--- config.mk ---
export PLATFORM = sky130hd
export DESIGN_NAME = wb_uart_poller
export DESIGN_NICKNAME = d
export VERILOG_FILES = /design/src/rtl/wb_uart_poller.sv
export SDC_FILE = /design/constraint.sdc
export NUM_CORES = 1
export LEC_CHECK = 0
export BUFFER_PORTS_ARGS = -buffer_cell sky130_fd_sc_hd__buf_2
export CAP_MARGIN = 20
export CORE_AREA = 2 2 107 109
export DETAILED_ROUTE_END_ITERATION = 10
export DIE_AREA = 0 0 109 111
export SLEW_MARGIN = 20
export SYNTH_ARGS = -nofsm -noshare
export SYNTH_HDL_FRONTEND = slang
export SYNTH_SLANG_ARGS = --single-unit
--- constraint.sdc ---
create_clock -name clk -period 2.45 [get_ports clk]
set_input_delay 0.245 -clock clk [delete_from_list [all_inputs] [get_ports clk]]
set_output_delay 0.245 -clock clk [all_outputs]
set_load 0.03 [all_outputs]
--- src/rtl/wb_uart_poller.sv ---
// Wishbone initiator that polls a wb_uart register slave and bridges it to local byte streams.
// Define WB_UART_POLLER_STATS_EN to build the rx/tx byte counters; otherwise they read as zero.
module wb_uart_poller #(
    parameter logic [31:0] UART_BASE = 32'h0000_0000,
    parameter int unsigned POLL_GAP  = 4,
    parameter int unsigned TIMEOUT   = 255
) (
    input  logic        clk,
    input  logic        reset,
    output logic        wb_cyc_o,
    output logic        wb_stb_o,
    output logic        wb_we_o,
    output logic [31:0] wb_adr_o,
    output logic [3:0]  wb_sel_o,
    output logic [31:0] wb_dat_o,
    input  logic [31:0] wb_dat_i,
    input  logic        wb_ack_i,
    input  logic [7:0]  tx_byte,
    input  logic        tx_valid,
    output logic        tx_ready,
    output logic [7:0]  rx_byte,
    output logic        rx_valid,
    input  logic        rx_ready,
    output logic        uart_err,
    input  logic        err_clr,
    output logic        bus_err,
    output logic [15:0] rx_count,
    output logic [15:0] tx_count
);

    localparam int unsigned    GW        = $clog2(POLL_GAP + 1);
    localparam int unsigned    TW        = $clog2(TIMEOUT);
    localparam logic [GW-1:0]  GAP_LOAD  = GW'(POLL_GAP);
    localparam logic [TW-1:0]  TMR_LAST  = TW'(TIMEOUT - 1);
    localparam logic [31:0]    DATA_ADR  = UART_BASE + 32'd4;

    // UCR bit positions in the slave's control/status register
    localparam int UCR_RX_AVAIL = 0;
    localparam int UCR_RX_ERR   = 1;
    localparam int UCR_TX_BUSY  = 4;

    typedef enum logic [1:0] {S_GAP, S_POLL, S_RD, S_WR} state_t;

    state_t         state;
    logic [GW-1:0]  gap_cnt;
    logic [TW-1:0]  tmr;
    logic           tx_full;
    logic [7:0]     tx_hold;
    logic           bus_ack;
    logic           unused_bits;

    assign wb_stb_o = wb_cyc_o;
    assign wb_sel_o = 4'b0001;
    assign tx_ready = ~tx_full;
    // A stray ack while no cycle is open must not be mistaken for a completion.
    assign bus_ack  = wb_cyc_o & wb_ack_i;
    assign unused_bits = ^{wb_dat_i[31:8], wb_dat_i[7:5], wb_dat_i[3:2]};

    // NOTE: sequential state uses non-blocking assignments so every flop samples pre-edge values.
    always_ff @(posedge clk or posedge reset) begin
        if (reset) begin
            state    <= S_GAP;
            gap_cnt  <= GAP_LOAD;
            tmr      <= '0;
            wb_cyc_o <= 1'b0;
            wb_we_o  <= 1'b0;
            wb_adr_o <= '0;
            wb_dat_o <= '0;
            tx_full  <= 1'b0;
            tx_hold  <= '0;
            rx_byte  <= '0;
            rx_valid <= 1'b0;
            uart_err <= 1'b0;
            bus_err  <= 1'b0;
        end else begin
            bus_err <= 1'b0;
            if (tx_valid && !tx_full) begin
                tx_full <= 1'b1;
                tx_hold <= tx_byte;
            end
            if (rx_valid && rx_ready)
                rx_valid <= 1'b0;

            case (state)
                S_GAP: begin
                    if (gap_cnt <= GW'(1)) begin
                        state    <= S_POLL;
                        wb_cyc_o <= 1'b1;
                        wb_we_o  <= 1'b0;
                        wb_adr_o <= UART_BASE;
                        wb_dat_o <= '0;
                        tmr      <= '0;
                    end else begin
                        gap_cnt <= gap_cnt - GW'(1);
                    end
                end
                default: begin
                    if (!wb_cyc_o) begin
                        // Entered RD/WR one cycle after the poll ended; open the data cycle now.
                        wb_cyc_o <= 1'b1;
                        wb_we_o  <= (state == S_WR);
                        wb_adr_o <= DATA_ADR;
                        wb_dat_o <= (state == S_WR) ? {24'h0, tx_hold} : 32'h0;
                        tmr      <= '0;
                    end else if (wb_ack_i) begin
                        wb_cyc_o <= 1'b0;
                        wb_we_o  <= 1'b0;
                        state    <= S_GAP;
                        gap_cnt  <= GAP_LOAD;
                        case (state)
                            S_POLL: begin
                                if (wb_dat_i[UCR_RX_ERR])
                                    uart_err <= 1'b1;
                                if (wb_dat_i[UCR_RX_AVAIL] && !rx_valid)
                                    state <= S_RD;
                                else if (tx_full && !wb_dat_i[UCR_TX_BUSY])
                                    state <= S_WR;
                            end
                            S_RD: begin
                                rx_byte  <= wb_dat_i[7:0];
                                rx_valid <= 1'b1;
                            end
                            S_WR:    tx_full <= 1'b0;
                            default: ;
                        endcase
                    end else if (tmr == TMR_LAST) begin
                        // Abandon the cycle; a held tx byte stays put and is retried later.
                        wb_cyc_o <= 1'b0;
                        wb_we_o  <= 1'b0;
                        bus_err  <= 1'b1;
                        state    <= S_GAP;
                        gap_cnt  <= GAP_LOAD;
                    end else begin
                        tmr <= tmr + TW'(1);
                    end
                end
            endcase

            // Placed last so a clear overrides a same-cycle error report.
            if (err_clr)
                uart_err <= 1'b0;
        end
    end

`ifdef WB_UART_POLLER_STATS_EN
    always_ff @(posedge clk or posedge reset) begin
        if (reset) begin
            rx_count <= '0;
            tx_count <= '0;
        end else begin
            if (bus_ack && state == S_RD)
                rx_count <= rx_count + 16'd1;
            if (bus_ack && state == S_WR)
                tx_count <= tx_count + 16'd1;
        end
    end
`else
    assign rx_count = 16'h0;
    assign tx_count = 16'h0;
`endif

endmodule
Yosys cells after proc, flatten, opt, wreduce, memory -nomap -nowiden
Index checks and enable logic that the tools add are counted.
{"block": "classes", "add_sub_neg": 2, "reduce_logical": 21, "eq_ne": 11, "magnitude_cmp": 1, "n_bitwise": 2, "muxes": 54}
{"cell": "2-to-1 mux 32 bit", "count": 5}
{"cell": "2-to-1 mux 8 bit", "count": 6}
{"cell": "2-to-1 mux 1 bit", "count": 30}
{"cell": "2-to-1 mux 2 bit", "count": 8}
{"cell": "2-to-1 mux 3 bit", "count": 5}
{"cell": "nonzero test 2 bit", "count": 5}
{"cell": "AND reduction 3 bit", "count": 3}
{"cell": "adder 8 x 1 -> 8 bit, second input constant", "count": 1}
{"cell": "== test 8 bit, second input constant", "count": 1}
{"cell": "!= test 2 bit, second input constant", "count": 3}
{"cell": "!= test 3 x 2 -> 1 bit, second input constant", "count": 2}
{"cell": "AND reduction 5 bit", "count": 1}
{"cell": "== test 2 bit, second input constant", "count": 2}
{"cell": "logical AND 1 bit", "count": 4}
{"cell": "!= test 4 x 1 -> 1 bit, second input constant", "count": 1}
{"cell": "AND reduction 2 bit", "count": 2}
{"cell": "AND reduction 4 bit", "count": 1}
{"cell": "less-or-equal comparator 3 x 1 -> 1 bit, second input constant", "count": 1}
{"cell": "logical NOT 1 bit", "count": 3}
{"cell": "nonzero test 3 bit", "count": 1}
{"cell": "subtractor 3 x 1 -> 3 bit, second input constant", "count": 1}
{"cell": "== test 2 x 1 -> 1 bit, second input constant", "count": 1}
{"cell": "logical NOT 2 bit", "count": 1}
{"cell": "!= test 2 x 1 -> 1 bit, second input constant", "count": 1}
{"cell": "inverter 1 bit", "count": 2}
{"block": "word_totals", "regBits": 99, "output_inout_bits": 115, "input_bits": 46, "word_cells": 104}

Longest topological paths before layout
{"block": "depth", "ltp_word": 8, "ltp_mapped": 7, "depth_no_buf": 6}

Least setup slack after synthesis
No wires, ideal clock.
{"block": "synth_timing", "kind": "reg2reg", "from": "register wb_cyc_o", "to": "register tmr[5]", "required_time_ns": 2.385, "setup_ns": 0.065, "period_less_slack_ns": 1.537, "setup_slack_ns": 0.913, "stages_incl_launch_ff": 6, "arrival_ns": 1.472, "path_buffers": 1, "path_cell_list": "dfrtp_1 -> clkbuf_2 -> o21a_1 -> o211ai_2 -> nor3_1 -> o22a_1"}
{"block": "synth_via", "elab_chain_len": 2, "word_cells_on_any_way": 5, "classes_between": "eq/ne (2); mux (2); reduce/logical (1)"}
{"element": "start, declared", "line_no": "10", "rtl": "output logic wb_cyc_o,"}
{"element": "start signal, assigned", "line_no": "65", "rtl": "wb_cyc_o <= 1'b0;"}
{"element": "start signal, assigned", "line_no": "88", "rtl": "wb_cyc_o <= 1'b1;"}
{"element": "start signal, assigned", "line_no": "100", "rtl": "wb_cyc_o <= 1'b1;"}
{"element": "!= test 3 x 2 -> 1 bit (no source line) / 2-to-1 mux 8 bit (equally long branches)"}
{"element": "AND reduction 3 bit (no source line) / 2-to-1 mux 8 bit (equally long branches)"}
{"element": "end signal, assigned", "line_no": "134", "rtl": "tmr <= tmr + TW'(1);"}
{"element": "end, declared", "line_no": "46", "rtl": "logic [TW-1:0] tmr;"}
Parallel ways exist; a longest one is shown, timed or not.
A chain may end at the register's enable or synchronous reset.

Final worst setup path
{"block": "layout_timing", "from": "register gap_cnt[0]", "to": "register gap_cnt[1]"}
{"block": "layout_via", "elab_chain_len": 3, "word_cells_on_any_way": 6, "classes_between": "add/sub (1); order compare (1); eq/ne (1); mux (2); reduce/logical (1)"}
{"element": "start, declared", "line_no": "45", "rtl": "logic [GW-1:0] gap_cnt;"}
{"element": "start signal, assigned", "line_no": "94", "rtl": "gap_cnt <= gap_cnt - GW'(1);"}
{"element": "less-or-equal comparator 3 x 1 -> 1 bit / subtractor 3 x 1 -> 3 bit (equally long branches)", "line_no": "86, 94"}
{"element": "!= test 2 bit (no source line) / 2-to-1 mux 3 bit (equally long branches)"}
{"element": "AND reduction 3 bit (no source line) / 2-to-1 mux 3 bit (equally long branches)"}
Parallel ways exist; a longest one is shown, timed or not. The select of a mux whose other input is x is not followed.

==> flow_metrics.py <==
metrics = {
    "status": {
        "status": "complete, no violations",
    },
    "detailed_routing": {
        "drtIter0Drc": 70,
        "vias": 1685,
        "drtPass1Iterations": 4,
        "drt-wirelength-per-cell_um": 10.3,
        "antenna_left": 0,
        "via_per_inst": 3.67,
        "routed_wl_um": 4710,
        "drcViolationCount": 0,
    },
    "layout": {
        "synthToLayoutAreaGrowth_pct": 7.09,
        "final_cell_area_um2": 2890,
        "fillers": 1192,
        "drive_above_1_share": 0.253,
        "n_antenna_cell": 0,
        "final_util": 0.261,
        "fin_nets": 365,
        "final_cell_count_no_fill": 459,
    },
    "timing": {
        "worstMarginPinSlew_ps": 597,
        "period_minus_slack_ps": 1740,
        "setup-tns-final_ps": 0,
        "timing.final.crit_share": 0.710,
        "hold_viol": 0,
        "finalMaxSlewViolations": 0,
        "max-slew-margin-rel": 0.602,
        "finClkSkew_ps": 2.73,
        "rsz0062_at_grt": "no",
        "worst_slack_ps": 710,
        "fmax_mhz": 575,
        "setup_viol": 0,
    },
    "worst_setup_path": {
        "crit_arrival_ps": 1870,
        "critPathBufInv": 0,
        "crit_chain": "ha_1, o21ba_2, nor2_1, o2bb2ai_2, o22ai_1",
        "critical-path-max-stage-delay_ps": 450,
        "slowest_stage": "o2bb2ai_2",
        "cp_max_fo": 12,
        "crit_path_start_kind": "register",
        "cp-end-kind": "register",
        "required_ps": 2580,
        "critPathKind": "register to register",
        "critPathTopFamily": "compound AO/OA/AOI/OAI gates",
    },
    "die": {
        "core_area_um2": 11100,
        "ioPinCount": 161,
        "start_util": 0.244,
        "die_y_um": 111,
        "die_x_um": 109,
        "die_area_um2": 12100,
        "fp-row-count": 39,
    },
    "pwr": {
        "irDropWorstVdd_v": 0.000484,
        "pwr-share-clk": 0.226,
        "intPower_uw": 1930,
        "p_leak_uw": 0.00151,
        "p_per_area_nw_per_um2": 1170,
        "seqPwrFrac": 0.350,
        "p_comb_frac": 0.423,
        "swShare": 0.428,
        "p_switching_uw": 1440,
    },
    "synthesis": {
        "ys_ff_latch": 44,
        "synth_cells": 270,
        "synth_warnings": 0,
        "syn-mean-instance-area_um2": 10.0,
        "synth_cell_types": 44,
        "synth_area_um2": 2700,
        "ys_seq_area_frac": 0.408,
    },
    "cts": {
        "postCtsSetupRepairBufs": 0,
        "clock_latency_ps": 280,
        "cts_buffers": 5,
        "clock-root-buffer": "clkbuf_16",
        "clockBufferDepth": 2,
        "post_cts_resized": 0,
        "clock_sinks": 44,
        "cts_tree": "yes",
        "hold_buffers": 0,
        "path_clk_slew_ps": 60,
        "htree_levels": 2,
    },
    "flow_run": {
        "cap_violations": 0,
    },
    "placement": {
        "gp_congestion": 0.721,
        "place_area_um2": 2720,
        "dp.cells": 451,
        "place_hpwl_um": 3630,
        "portBuffers": 45,
        "dp_slack_ps": 702,
    },
    "global_route": {
        "grt_overflow": 0,
        "grt_usage": 0.0770,
        "grt_start_max_net_pins": 45,
        "grt_antenna_before_repair": 0,
        "grt_pass1_wl_um": 7390,
        "grt_pass1_vias": 1530,
    },
    "hold_path": {
        "holdCritPathClass": "input port to asynchronous set/reset pin",
    },
}
-- flip-flops by register name, summed over array words and instances (netlist names), 2 cells and up --
| register | cells |
|---|---|
| tx_hold | 8 |
| wb_dat_o | 8 |
| rx_byte | 8 |
| state | 2 |
| gap_cnt | 3 |
| tmr | 8 |
-- per-stage QoR --
step | power (uW) | hold WS (ps)
finish | 3370 | 85.0
global route | 3590 | 139
CTS | 3420 | 120
detailed placement | 2640 | 420
global placement | 2590 | 413
floorplan | 2470 | 318
-- final timing paths --
check	start	end	slack [ps]	depth (start not counted)
max in group asynchronous	reset	gap_cnt[2]$_DFFE_PP1P_	1970	3
worst max-delay path	gap_cnt[0]$_DFFE_PP0P_	gap_cnt[1]$_DFFE_PP0P_	710	5
worst max register to register	gap_cnt[0]$_DFFE_PP0P_	gap_cnt[1]$_DFFE_PP0P_	710	5
worst min register to register	wb_dat_o[5]$_DFFE_PP0P_	wb_dat_o[5]$_DFFE_PP0P_	480	2
worst min-delay path	reset	rx_byte[3]$_DFFE_PP0P_	90	3
min in group clk	rx_ready	rx_valid$_DFF_PP0_	140	2
-- cell families (layout without fill, tap and decap cells) --
group	after synthesis	after routing	share of synthesized area
flip-flops	44	44	0.408
multiplexers	16	16	0.0663
adder cells (fa/ha/maj)	4	4	0.0185
XOR/XNOR	1	1	0.00325
AO/OA/AOI/OAI	40	40	0.112
buffers and inverters	109	66	0.287
other	2	91	0.00278
AND/OR/NAND/NOR	54	54	0.102
-- synthesized netlist by cell type (all sizes together) --
master | instances | area share
ha | 4 | 0.019
xnor2 | 1 | 0.0032
or2 | 1 | 0.0032
dfstp | 1 | 0.0097
conb | 2 | 0.0028
clkbuf | 3 | 0.0046
nand3 | 3 | 0.0056
and3 | 2 | 0.0046
a211o | 1 | 0.0032
a31oi | 2 | 0.0046
o21a | 1 | 0.0028
o211ai | 1 | 0.0046
o22ai | 1 | 0.0023
or4 | 1 | 0.0028
buf | 95 | 0.27
dfrtp | 43 | 0.40
nand2b | 3 | 0.0070
and2 | 1 | 0.0023
a21oi | 1 | 0.0019
nand2 | 25 | 0.035
nor2 | 6 | 0.0083
o31ai | 2 | 0.011
mux2i | 1 | 0.0037
inv | 11 | 0.015
mux2 | 15 | 0.063
a22o | 2 | 0.0065
o22a | 4 | 0.013
o21ai | 17 | 0.034
a2bb2oi | 1 | 0.0032
nand4 | 3 | 0.013
nor3 | 3 | 0.0056
or4b | 1 | 0.0037
o2bb2ai | 2 | 0.0088
o21ba | 2 | 0.0074
nor2b | 3 | 0.0070
a21o | 3 | 0.0083
nor4 | 2 | 0.0046
-- layout by cell type, fill, tap and decap left out, types with 2 or more instances in the layout --
| master | count |
|---|---|
| conb_1 | 91 |
| buf_2 | 45 |
| dfrtp_1 | 43 |
| nand2_1 | 25 |
| mux2_2 | 15 |
| o21ai_0 | 14 |
| inv_1 | 10 |
| nor2_1 | 6 |
| clkbuf_16 | 5 |
| o22a_1 | 4 |
| ha_1 | 4 |
| nand3_1 | 3 |
| nand2b_1 | 3 |
| a21o_1 | 3 |
| nor2b_1 | 3 |
| nor3_1 | 3 |
| o21ai_2 | 2 |
| a31oi_1 | 2 |
| o21ba_2 | 2 |
| nand4_1 | 2 |
| and3_1 | 2 |
| nor4_1 | 2 |
| a22o_1 | 2 |
| buf_4 | 2 |
-- cell type report --
class	count	area, um^2	area share
clock inverters	3	46.3	0.0160
multi-input cells	206	1160	0.400
repair buffers	47	240	0.0831
inverters	11	41.3	0.0143
clock buffers	5	125	0.0433
flip-flops and latches	44	1100	0.381
well taps	143	179	0.0619
-- metal layers --
layer  track usage  wire length, um
met3        0.0223              296
met4        0.0128               26
met5             0                0
met1        0.0965             2110
met2         0.132             2280
-- power by group through the flow --
stage / sequential [uW] / clock [uW] / combinational, uW
5_1_grt: 1220 / 813 / 1560
6_report: 1180 / 763 / 1430
3_3_place_gp: 1180 / 0 / 1410
4_1_cts: 1180 / 786 / 1450
2_1_floorplan: 1370 / 0 / 1100
3_5_place_dp: 1200 / 0 / 1450
-- worst register-to-register path: cells and delay by family, from the launching register on --
kind | cells | cell delay, ps
AO/OA/AOI/OAI | 3 | 860
AND/OR/NAND/NOR | 1 | 60
flip-flops | 1 | 440
adder cells (fa/ha/maj) | 1 | 230
Power figures use the tool's default switching activity.
